==> config.mk <==
export PLATFORM = sky130hd
export DESIGN_NAME = mem_access_unit_flat
export DESIGN_NICKNAME = d
export VERILOG_FILES = /design/src/rtl/mem_access_if.sv /design/src/rtl/mem_access_unit.sv /design/src/flat_wrapper.sv
export SDC_FILE = /design/constraint.sdc
export NUM_CORES = 1
export LEC_CHECK = 0
export CAP_MARGIN = 20
export CORE_ASPECT_RATIO = 1.25
export CORE_MARGIN = 5
export CORE_UTILIZATION = 41
export CTS_CLUSTER_SIZE = 16
export DETAILED_ROUTE_END_ITERATION = 10
export PLACE_DENSITY = 0.81
export SLEW_MARGIN = 20
export SYNTH_ARGS = -nofsm -noshare
export SYNTH_HDL_FRONTEND = slang
export SYNTH_SLANG_ARGS = --single-unit
==> constraint.sdc <==
create_clock -name clk -period 1.7 [get_ports clk]
set_input_delay 0.425 -clock clk [delete_from_list [all_inputs] [get_ports clk]]
set_output_delay 0.425 -clock clk [all_outputs]
set_load 0.01 [all_outputs]
==> src/rtl/mem_access_if.sv <==
// -----------------------------------------------------------------------------
// mem_access_if
// Bundles the CPU-side request/response signals and the data-memory port of
// mem_access_unit.
//   CPU side    : req, we, size, sign_ext, addr, wdata, pc  -> unit
//                 busy, done, err, rdata                    <- unit
//   Memory side : dm_we, dm_re, dm_addr, dm_wd, dm_pc       <- unit
//                 dm_rd (combinational read data)           -> unit
// Modports: slave = the access unit, master = the CPU/memory environment.
// -----------------------------------------------------------------------------
interface mem_access_if;
    logic        req;
    logic        we;
    logic [1:0]  size;
    logic        sign_ext;
    logic [31:0] addr;
    logic [31:0] wdata;
    logic [31:0] pc;
    logic        busy;
    logic        done;
    logic        err;
    logic [31:0] rdata;
    logic        dm_we;
    logic        dm_re;
    logic [31:0] dm_addr;
    logic [31:0] dm_wd;
    logic [31:0] dm_pc;
    logic [31:0] dm_rd;

    modport slave (
        input  req, we, size, sign_ext, addr, wdata, pc, dm_rd,
        output busy, done, err, rdata, dm_we, dm_re, dm_addr, dm_wd, dm_pc
    );

    modport master (
        output req, we, size, sign_ext, addr, wdata, pc, dm_rd,
        input  busy, done, err, rdata, dm_we, dm_re, dm_addr, dm_wd, dm_pc
    );
endinterface

==> src/rtl/mem_access_unit.sv <==
// -----------------------------------------------------------------------------
// mem_access_unit
// Load/store unit between a CPU and a word-wide data memory. Accepts one
// request at a time, rejects illegal/misaligned/out-of-range accesses, performs
// sub-word stores as read-modify-write and returns aligned, extended loads.
// Ports:
//   clk   - single clock, rising edge
//   reset - synchronous, active-low
//   bus   - mem_access_if.slave (CPU request/response + data-memory port)
// -----------------------------------------------------------------------------
module mem_access_unit #(
    parameter logic [31:0] ADDR_LIMIT = 32'h0000_3000
) (
    input  logic         clk,
    input  logic         reset,
    mem_access_if.slave  bus
);

    typedef enum logic [1:0] {IDLE, RD, WR, RESP} state_t;

    localparam logic [1:0] SZ_BYTE = 2'b00;
    localparam logic [1:0] SZ_HALF = 2'b01;
    localparam logic [1:0] SZ_WORD = 2'b10;

    state_t      state_q, state_d;
    logic        we_q, we_d;
    logic [1:0]  size_q, size_d;
    logic        sign_q, sign_d;
    logic [31:0] addr_q, addr_d;
    logic [31:0] wdata_q, wdata_d;
    logic [31:0] pc_q, pc_d;
    logic [31:0] rd_q, rd_d;
    logic [31:0] rdata_q, rdata_d;
    logic        err_q, err_d;
    logic        reject;

    // Select the addressed lane, move it to bit 0 and extend it.
    function automatic logic [31:0] load_extract(input logic [31:0] word,
                                                 input logic [1:0]  a,
                                                 input logic [1:0]  sz,
                                                 input logic        sx);
        logic [31:0] shifted;
        shifted = word >> {a, 3'b000};
        case (sz)
            SZ_BYTE: load_extract = {{24{sx & shifted[7]}}, shifted[7:0]};
            SZ_HALF: load_extract = {{16{sx & shifted[15]}}, shifted[15:0]};
            default: load_extract = word;
        endcase
    endfunction

    // Replace only the addressed lane of the old word with the new store data.
    function automatic logic [31:0] store_merge(input logic [31:0] old_word,
                                                input logic [31:0] data,
                                                input logic [1:0]  a,
                                                input logic [1:0]  sz);
        logic [31:0] mask;
        logic [31:0] lane;
        case (sz)
            SZ_BYTE: begin
                mask = 32'h0000_00FF << {a, 3'b000};
                lane = {24'd0, data[7:0]} << {a, 3'b000};
            end
            SZ_HALF: begin
                mask = 32'h0000_FFFF << {a[1], 4'b0000};
                lane = {16'd0, data[15:0]} << {a[1], 4'b0000};
            end
            default: begin
                mask = 32'hFFFF_FFFF;
                lane = data;
            end
        endcase
        store_merge = (old_word & ~mask) | (lane & mask);
    endfunction

    always_comb begin
        reject = (bus.size == 2'b11)
              || (bus.size == SZ_HALF && bus.addr[0])
              || (bus.size == SZ_WORD && bus.addr[1:0] != 2'b00)
              || (bus.addr >= ADDR_LIMIT);
    end

    // NOTE: every next-state variable gets its hold value first so no path
    // through the case leaves one unassigned (which would infer a latch).
    always_comb begin
        state_d = state_q;
        we_d    = we_q;
        size_d  = size_q;
        sign_d  = sign_q;
        addr_d  = addr_q;
        wdata_d = wdata_q;
        pc_d    = pc_q;
        rd_d    = rd_q;
        rdata_d = rdata_q;
        err_d   = err_q;
        case (state_q)
            IDLE: begin
                if (bus.req) begin
                    we_d    = bus.we;
                    size_d  = bus.size;
                    sign_d  = bus.sign_ext;
                    addr_d  = bus.addr;
                    wdata_d = bus.wdata;
                    pc_d    = bus.pc;
                    err_d   = reject;
                    if (reject)                    state_d = RESP;
                    else if (!bus.we)              state_d = RD;
                    else if (bus.size == SZ_WORD)  state_d = WR;
                    else                           state_d = RD;  // RMW store
                end
            end
            RD: begin
                rd_d = bus.dm_rd;
                if (we_q) begin
                    state_d = WR;
                end else begin
                    rdata_d = load_extract(bus.dm_rd, addr_q[1:0], size_q, sign_q);
                    state_d = RESP;
                end
            end
            WR:      state_d = RESP;
            default: state_d = IDLE;  // RESP lasts one cycle
        endcase
    end

    // NOTE: sequential state uses non-blocking assignments only; the reset
    // clears every captured register so outputs read 0 until the first request.
    always_ff @(posedge clk) begin
        if (!reset) begin
            state_q <= IDLE;
            we_q    <= 1'b0;
            size_q  <= 2'b00;
            sign_q  <= 1'b0;
            addr_q  <= 32'd0;
            wdata_q <= 32'd0;
            pc_q    <= 32'd0;
            rd_q    <= 32'd0;
            rdata_q <= 32'd0;
            err_q   <= 1'b0;
        end else begin
            state_q <= state_d;
            we_q    <= we_d;
            size_q  <= size_d;
            sign_q  <= sign_d;
            addr_q  <= addr_d;
            wdata_q <= wdata_d;
            pc_q    <= pc_d;
            rd_q    <= rd_d;
            rdata_q <= rdata_d;
            err_q   <= err_d;
        end
    end

    // Strobes are gated by reset combinationally: a store caught in WR by a
    // reset must not reach memory.
    assign bus.busy    = (state_q != IDLE);
    assign bus.dm_re   = reset && (state_q == RD);
    assign bus.dm_we   = reset && (state_q == WR);
    assign bus.done    = reset && (state_q == RESP);
    assign bus.err     = reset && (state_q == RESP) && err_q;
    assign bus.rdata   = rdata_q;
    assign bus.dm_addr = {addr_q[31:2], 2'b00};
    assign bus.dm_wd   = store_merge(rd_q, wdata_q, addr_q[1:0], size_q);
    assign bus.dm_pc   = pc_q;

endmodule
==> src/flat_wrapper.sv <==
// flat-port wrapper written by rule: the top's interface ports become plain ports
module mem_access_unit_flat 
#(
    parameter logic [31:0] ADDR_LIMIT = 32'h0000_3000
)
  (clk, reset, bus_req, bus_we, bus_size, bus_sign_ext, bus_addr, bus_wdata, bus_pc, bus_dm_rd, bus_busy, bus_done, bus_err, bus_rdata, bus_dm_we, bus_dm_re, bus_dm_addr, bus_dm_wd, bus_dm_pc);
  mem_access_if bus_i ();
  input  logic clk;
  input  logic reset;
  input wire logic [$bits(bus_i.req)-1:0] bus_req;
  input wire logic [$bits(bus_i.we)-1:0] bus_we;
  input wire logic [$bits(bus_i.size)-1:0] bus_size;
  input wire logic [$bits(bus_i.sign_ext)-1:0] bus_sign_ext;
  input wire logic [$bits(bus_i.addr)-1:0] bus_addr;
  input wire logic [$bits(bus_i.wdata)-1:0] bus_wdata;
  input wire logic [$bits(bus_i.pc)-1:0] bus_pc;
  input wire logic [$bits(bus_i.dm_rd)-1:0] bus_dm_rd;
  output wire logic [$bits(bus_i.busy)-1:0] bus_busy;
  output wire logic [$bits(bus_i.done)-1:0] bus_done;
  output wire logic [$bits(bus_i.err)-1:0] bus_err;
  output wire logic [$bits(bus_i.rdata)-1:0] bus_rdata;
  output wire logic [$bits(bus_i.dm_we)-1:0] bus_dm_we;
  output wire logic [$bits(bus_i.dm_re)-1:0] bus_dm_re;
  output wire logic [$bits(bus_i.dm_addr)-1:0] bus_dm_addr;
  output wire logic [$bits(bus_i.dm_wd)-1:0] bus_dm_wd;
  output wire logic [$bits(bus_i.dm_pc)-1:0] bus_dm_pc;
  assign bus_i.req = bus_req;
  assign bus_i.we = bus_we;
  assign bus_i.size = bus_size;
  assign bus_i.sign_ext = bus_sign_ext;
  assign bus_i.addr = bus_addr;
  assign bus_i.wdata = bus_wdata;
  assign bus_i.pc = bus_pc;
  assign bus_i.dm_rd = bus_dm_rd;
  assign bus_busy = bus_i.busy;
  assign bus_done = bus_i.done;
  assign bus_err = bus_i.err;
  assign bus_rdata = bus_i.rdata;
  assign bus_dm_we = bus_i.dm_we;
  assign bus_dm_re = bus_i.dm_re;
  assign bus_dm_addr = bus_i.dm_addr;
  assign bus_dm_wd = bus_i.dm_wd;
  assign bus_dm_pc = bus_i.dm_pc;
  mem_access_unit #(.ADDR_LIMIT(ADDR_LIMIT)) u_core (.clk(clk), .reset(reset), .bus(bus_i));
endmodule
==> results_tabular.tex <==
\begin{tabular}{lr}
\hline
Metric & Value \\
\hline
\multicolumn{2}{l}{\textbf{Outcome}} \\
\quad Status & finished with violations \\
\quad Violated checks & negative setup slack \\
\multicolumn{2}{l}{\textbf{Routing}} \\
\quad Detail-routed via count per cell & 5.22 \\
\quad Detailed Routing Iterations Pass 1 & 5 \\
\quad Detailed router's first-iteration violation count & 484 \\
\quad DRC violations left & 0 \\
\quad Sum of routed wire length over all layers & 27,200 um \\
\quad Antenna-violating nets left & 0 \\
\quad Wire length per cell after detailed routing & 18.7 um \\
\quad Via total after detailed routing & 7,621 \\
\multicolumn{2}{l}{\textbf{Global route}} \\
\quad Antenna violations before repair & 4 \\
\quad GRT overflow & 0 \\
\quad Pin count of the biggest net entering global routing & 67 \\
\quad Global-route wire length before repair & 40,400 um \\
\quad Number of global-route vias before repair & 7,459 \\
\quad Combined global-route utilization of all metal layers & 23.6\% \\
\multicolumn{2}{l}{\textbf{Setup path}} \\
\quad Worst r2r path cells & 5 \\
\quad Endpoint arrival time on the critical path & 1.84 ns \\
\quad Sort of element at the start of the critical path & flop \\
\quad Crit end category & output port \\
\quad Critical path data required time & 1.27 ns \\
\quad Crit path max fanout & 8 \\
\quad Category of the critical setup timing path & flop to output port \\
\multicolumn{2}{l}{\textbf{Yosys}} \\
\quad Leading area contributor after synthesis & sky130\_fd\_sc\_hd\_\_dfxtp\_1 \\
\quad Area share of and/or/nand/nor cells after synthesis & 17.5\% \\
\quad Top\_reg\_cell synth & sky130\_fd\_sc\_hd\_\_dfxtp\_1 \\
\quad Unique masters post-synth & 47 \\
\quad Main combinational cell family by area after synthesis & compound AO/OA/AOI/OAI gates \\
\quad Mapped cell area & 7770 um\^{}2 \\
\quad Count of state elements after synthesis & 167 \\
\quad Synthesized-area fraction occupied by ao, oa, aoi and oai cells & 22.2\% \\
\quad Synth warnings & 0 \\
\quad Number of enable flip-flop cells after synthesis & 0 \\
\quad Area share of fa/ha/maj cells after synthesis & 0.805\% \\
\quad Seq/Total Area, Yosys & 43.0\% \\
\quad Mux cell area share after synthesis & 8.75\% \\
\quad Share of Yosys cell area claimed by the top area cell type & 43.0\% \\
\quad Average size of a mapped cell & 8.49 um\^{}2 \\
\quad Biggest area contributors in the synthesized netlist & sky130\_fd\_sc\_hd\_\_dfxtp\_1, sky130\_fd\_sc\_hd\_\_nand2\_1, sky130\_fd\_sc\_hd\_\_a21boi\_0 \\
\quad Async set or reset register ratio after synthesis & 0\% \\
\quad Xor/xnor share of the synthesized area & 0.113\% \\
\quad Synthesized netlist cell count & 915 \\
\multicolumn{2}{l}{\textbf{Power}} \\
\quad Share of power burned in the clock network & 24.0\% \\
\quad Net Sw Power & 5.83 mW \\
\quad Cell internal pwr & 10.2 mW \\
\quad Total power per unit cell area & 1350 nW/um\^{}2 \\
\quad Static Leakage & 5.05 nW \\
\quad Maximum VDD drop & 0.718 mV \\
\quad Share of total power consumed by net switching & 36.3\% \\
\quad Share of power burned in combinational logic & 42.5\% \\
\quad Sequential power share & 33.5\% \\
\multicolumn{2}{l}{\textbf{Floorplanning}} \\
\quad Chip Width & 133 um \\
\quad Initial core utilization & 41.5\% \\
\quad Height of the die & 164 um \\
\quad Area of the die & 21,800 um\^{}2 \\
\quad Io pins & 268 \\
\quad Placeable Area & 18,700 um\^{}2 \\
\quad Number of placement rows & 56 \\
\multicolumn{2}{l}{\textbf{STA}} \\
\quad Post-route worst setup slack & -0.560 ns \\
\quad Minimum period implied by the final worst setup slack & 2.26 ns \\
\quad Slew Limit Fails & 0 \\
\quad Actual transition at the worst max-transition pin & 0.541 ns \\
\quad FMAX & 0.442 GHz \\
\quad Worst slew margin relative to its limit & 63.9\% \\
\quad Unrepaired setup endpoints after global routing & yes \\
\quad Clock Skew & 0.00995 ns \\
\quad Final-report setup violation count & 38 \\
\quad Final Hold Violating Endpoints & 0 \\
\quad Fin crit share & 133\% \\
\multicolumn{2}{l}{\textbf{Cells and area}} \\
\quad Finished Core Util & 63.4\% \\
\quad Final Instance Count excl. Fillers & 1,460 \\
\quad Share of post-route cells with drive strength above 1 & 21.0\% \\
\quad Final net count & 1,351 \\
\quad Syn-to-layout area delta & 52.6\% \\
\multicolumn{2}{l}{\textbf{Clock tree}} \\
\quad TritonCTS Buffers & 17 \\
\quad Number of hold-repair buffers added at the cts stage & 0 \\
\quad Clk Latency, worst-skew pair & 0.43 ns \\
\quad Clock sink total & 167 \\
\quad Cell at the root of the clock tree & sky130\_fd\_sc\_hd\_\_clkbuf\_16 \\
\quad CTS tree & done \\
\quad Deepest level of the CTS H-tree & 4 \\
\quad Maximum clock path buffer count & 2 \\
\quad CTS clk-pin slew, worst paths & 0.07 ns \\
\multicolumn{2}{l}{\textbf{Flow run}} \\
\quad Max-cap viol count & 0 \\
\multicolumn{2}{l}{\textbf{Worst hold path}} \\
\quad Kind of path behind the tightest hold check & flop to flop \\
\quad Instance count along the most critical hold path & 2 \\
\multicolumn{2}{l}{\textbf{Place}} \\
\quad Gp weighted congestion & 0.915 \\
\quad Number of port buffers & 265 \\
\quad Number of placed cells counting well taps & 1,406 \\
\quad Detailed placer's ending HPWL & 19,900 um \\
\hline
\end{tabular}
## cells in the final DEF (no fill, tap or decap), drive strengths merged, types with 3 or more instances in the layout
master         instances
nor3                   3
a21o                  11
a22oi                 14
a21oi                 35
buf                  152
nor2                  13
ha                     5
nand2                243
nor4                   4
clkinv                 5
a31oi                  8
mux2                  15
clkdlybuf4s50        133
a21boi               101
diode                  4
dlygate4sd2           94
and2                   6
a22o                  15
dfxtp                167
inv                   15
a2bb2oi                7
clkbuf                19
o21ai                 46
nor2b                 37
mux2i                 51
## power by group through the flow
| stage | clock [mW] | sequential, mW | combinational [mW] |
|---|---|---|---|
| floorplan | 0 | 5.45 | 3.28 |
| CTS | 3.93 | 5.35 | 6.49 |
| detailed placement | 0 | 5.43 | 6.60 |
| global placement | 0 | 5.40 | 6.51 |
| finish | 3.85 | 5.38 | 6.83 |
| global route | 4.08 | 5.46 | 7.35 |
## area by class of cell
type	instances	area, um^2
fill	1582	6850
clock buffer	18	439
antenna	4	10.0
multi-input combinational	637	4040
sequential	167	3360
tap	232	290
clock inverter	14	140
timing repair buffer	380	3530
inverter	8	40.0
## metrics by stage
stage | setup TNS [ns] | power, mW | worst slack (ns) | hold WS [ns] | instance area, um^2
2_1_floorplan | -0.461 | 8.73 | -0.0512 | 0.443 | 7800
3_3_place_gp | -20.35 | 11.9 | -0.475 | 0.449 | 11000
3_5_place_dp | -22.39 | 12.0 | -0.494 | 0.457 | 11000
4_1_cts | -15.17 | 15.8 | -0.524 | 0.462 | 11700
5_1_grt | -18.36 | 16.9 | -0.610 | 0.480 | 11900
6_report | -16.29 | 16.1 | -0.560 | 0.460 | 11900
## sequential cells by signal, indices dropped and copies added (netlist names), 2 cells and up
register / flops
u_core.rd_q: 32
u_core.size_q: 2
u_core.addr_q: 32
u_core.wdata_q: 32
u_core.bus.dm_pc: 32
u_core.state_q: 2
u_core.bus.rdata: 32
## layer usage
| layer | up-vias | track usage, % | wire length (um) | share of wire (%) |
|---|---|---|---|---|
| li1 | 3668 | - | - | - |
| met5 | - | 0 | 13 | 0.048 |
| met1 | 3518 | 25.8 | 10000 | 37 |
| met4 | 2 | 12.3 | 1410 | 5.2 |
| met3 | 76 | 6.95 | 2280 | 8.4 |
| met2 | 357 | 41.5 | 13500 | 50 |
## logic make-up after synthesis
group                      after synthesis
muxes                                   66
xor gates and xnor gates                 1
DFF                                    167
AOI/OAI and AO/OA                      246
and+or+nand+nor                        317
adders and majority gates                5
buffers and inverters                  112
other                                    1
## cell usage after synthesis (6+ instances only)
cell type	n
sky130_fd_sc_hd__nand2_1	243
sky130_fd_sc_hd__dfxtp_1	167
sky130_fd_sc_hd__a21boi_0	100
sky130_fd_sc_hd__mux2i_1	51
sky130_fd_sc_hd__clkbuf_1	48
sky130_fd_sc_hd__o21ai_0	45
sky130_fd_sc_hd__nor2b_1	37
sky130_fd_sc_hd__buf_4	34
sky130_fd_sc_hd__a21oi_1	25
sky130_fd_sc_hd__a22o_1	15
sky130_fd_sc_hd__buf_2	15
sky130_fd_sc_hd__mux2_2	15
sky130_fd_sc_hd__a22oi_1	14
sky130_fd_sc_hd__nor2_1	12
sky130_fd_sc_hd__a21o_1	11
sky130_fd_sc_hd__a21oi_2	9
sky130_fd_sc_hd__a31oi_1	8
sky130_fd_sc_hd__a2bb2oi_1	7
sky130_fd_sc_hd__inv_1	7
sky130_fd_sc_hd__and2_1	6
## final timing paths
| path | slack (ns) | from | to |
|---|---|---|---|
| max reg2reg | -0.01 | u_core.addr_q[0] | u_core.bus.rdata[12] |
| max | -0.56 | u_core.size_q[0] | bus_dm_wd[2] |
| min | 0.46 | u_core.bus.dm_pc[27] | u_core.bus.dm_pc[27] |
| min reg2reg | 0.46 | u_core.bus.dm_pc[27] | u_core.bus.dm_pc[27] |
## critical path, stage by stage, from the launching register on
cell and delay, ns:
sky130_fd_sc_hd__dfxtp_4 0.36, sky130_fd_sc_hd__buf_6 0.13, sky130_fd_sc_hd__nand2b_4 0.14, sky130_fd_sc_hd__a21o_1 0.21
sky130_fd_sc_hd__buf_12 0.15, sky130_fd_sc_hd__mux2_4 0.30, sky130_fd_sc_hd__buf_6 0.12
## timing repair
item | 4_1_cts | 5_1_grt
gates cloned | 0 | 1
pin swaps | 16 | 14
endpoints found under the setup margin | 147 | 66
gates resized for setup | 323 | 32
hold endpoints to repair | 0 | 0
setup buffers | 11 | 7
Note: power is estimated with default switching activity, not from simulation.
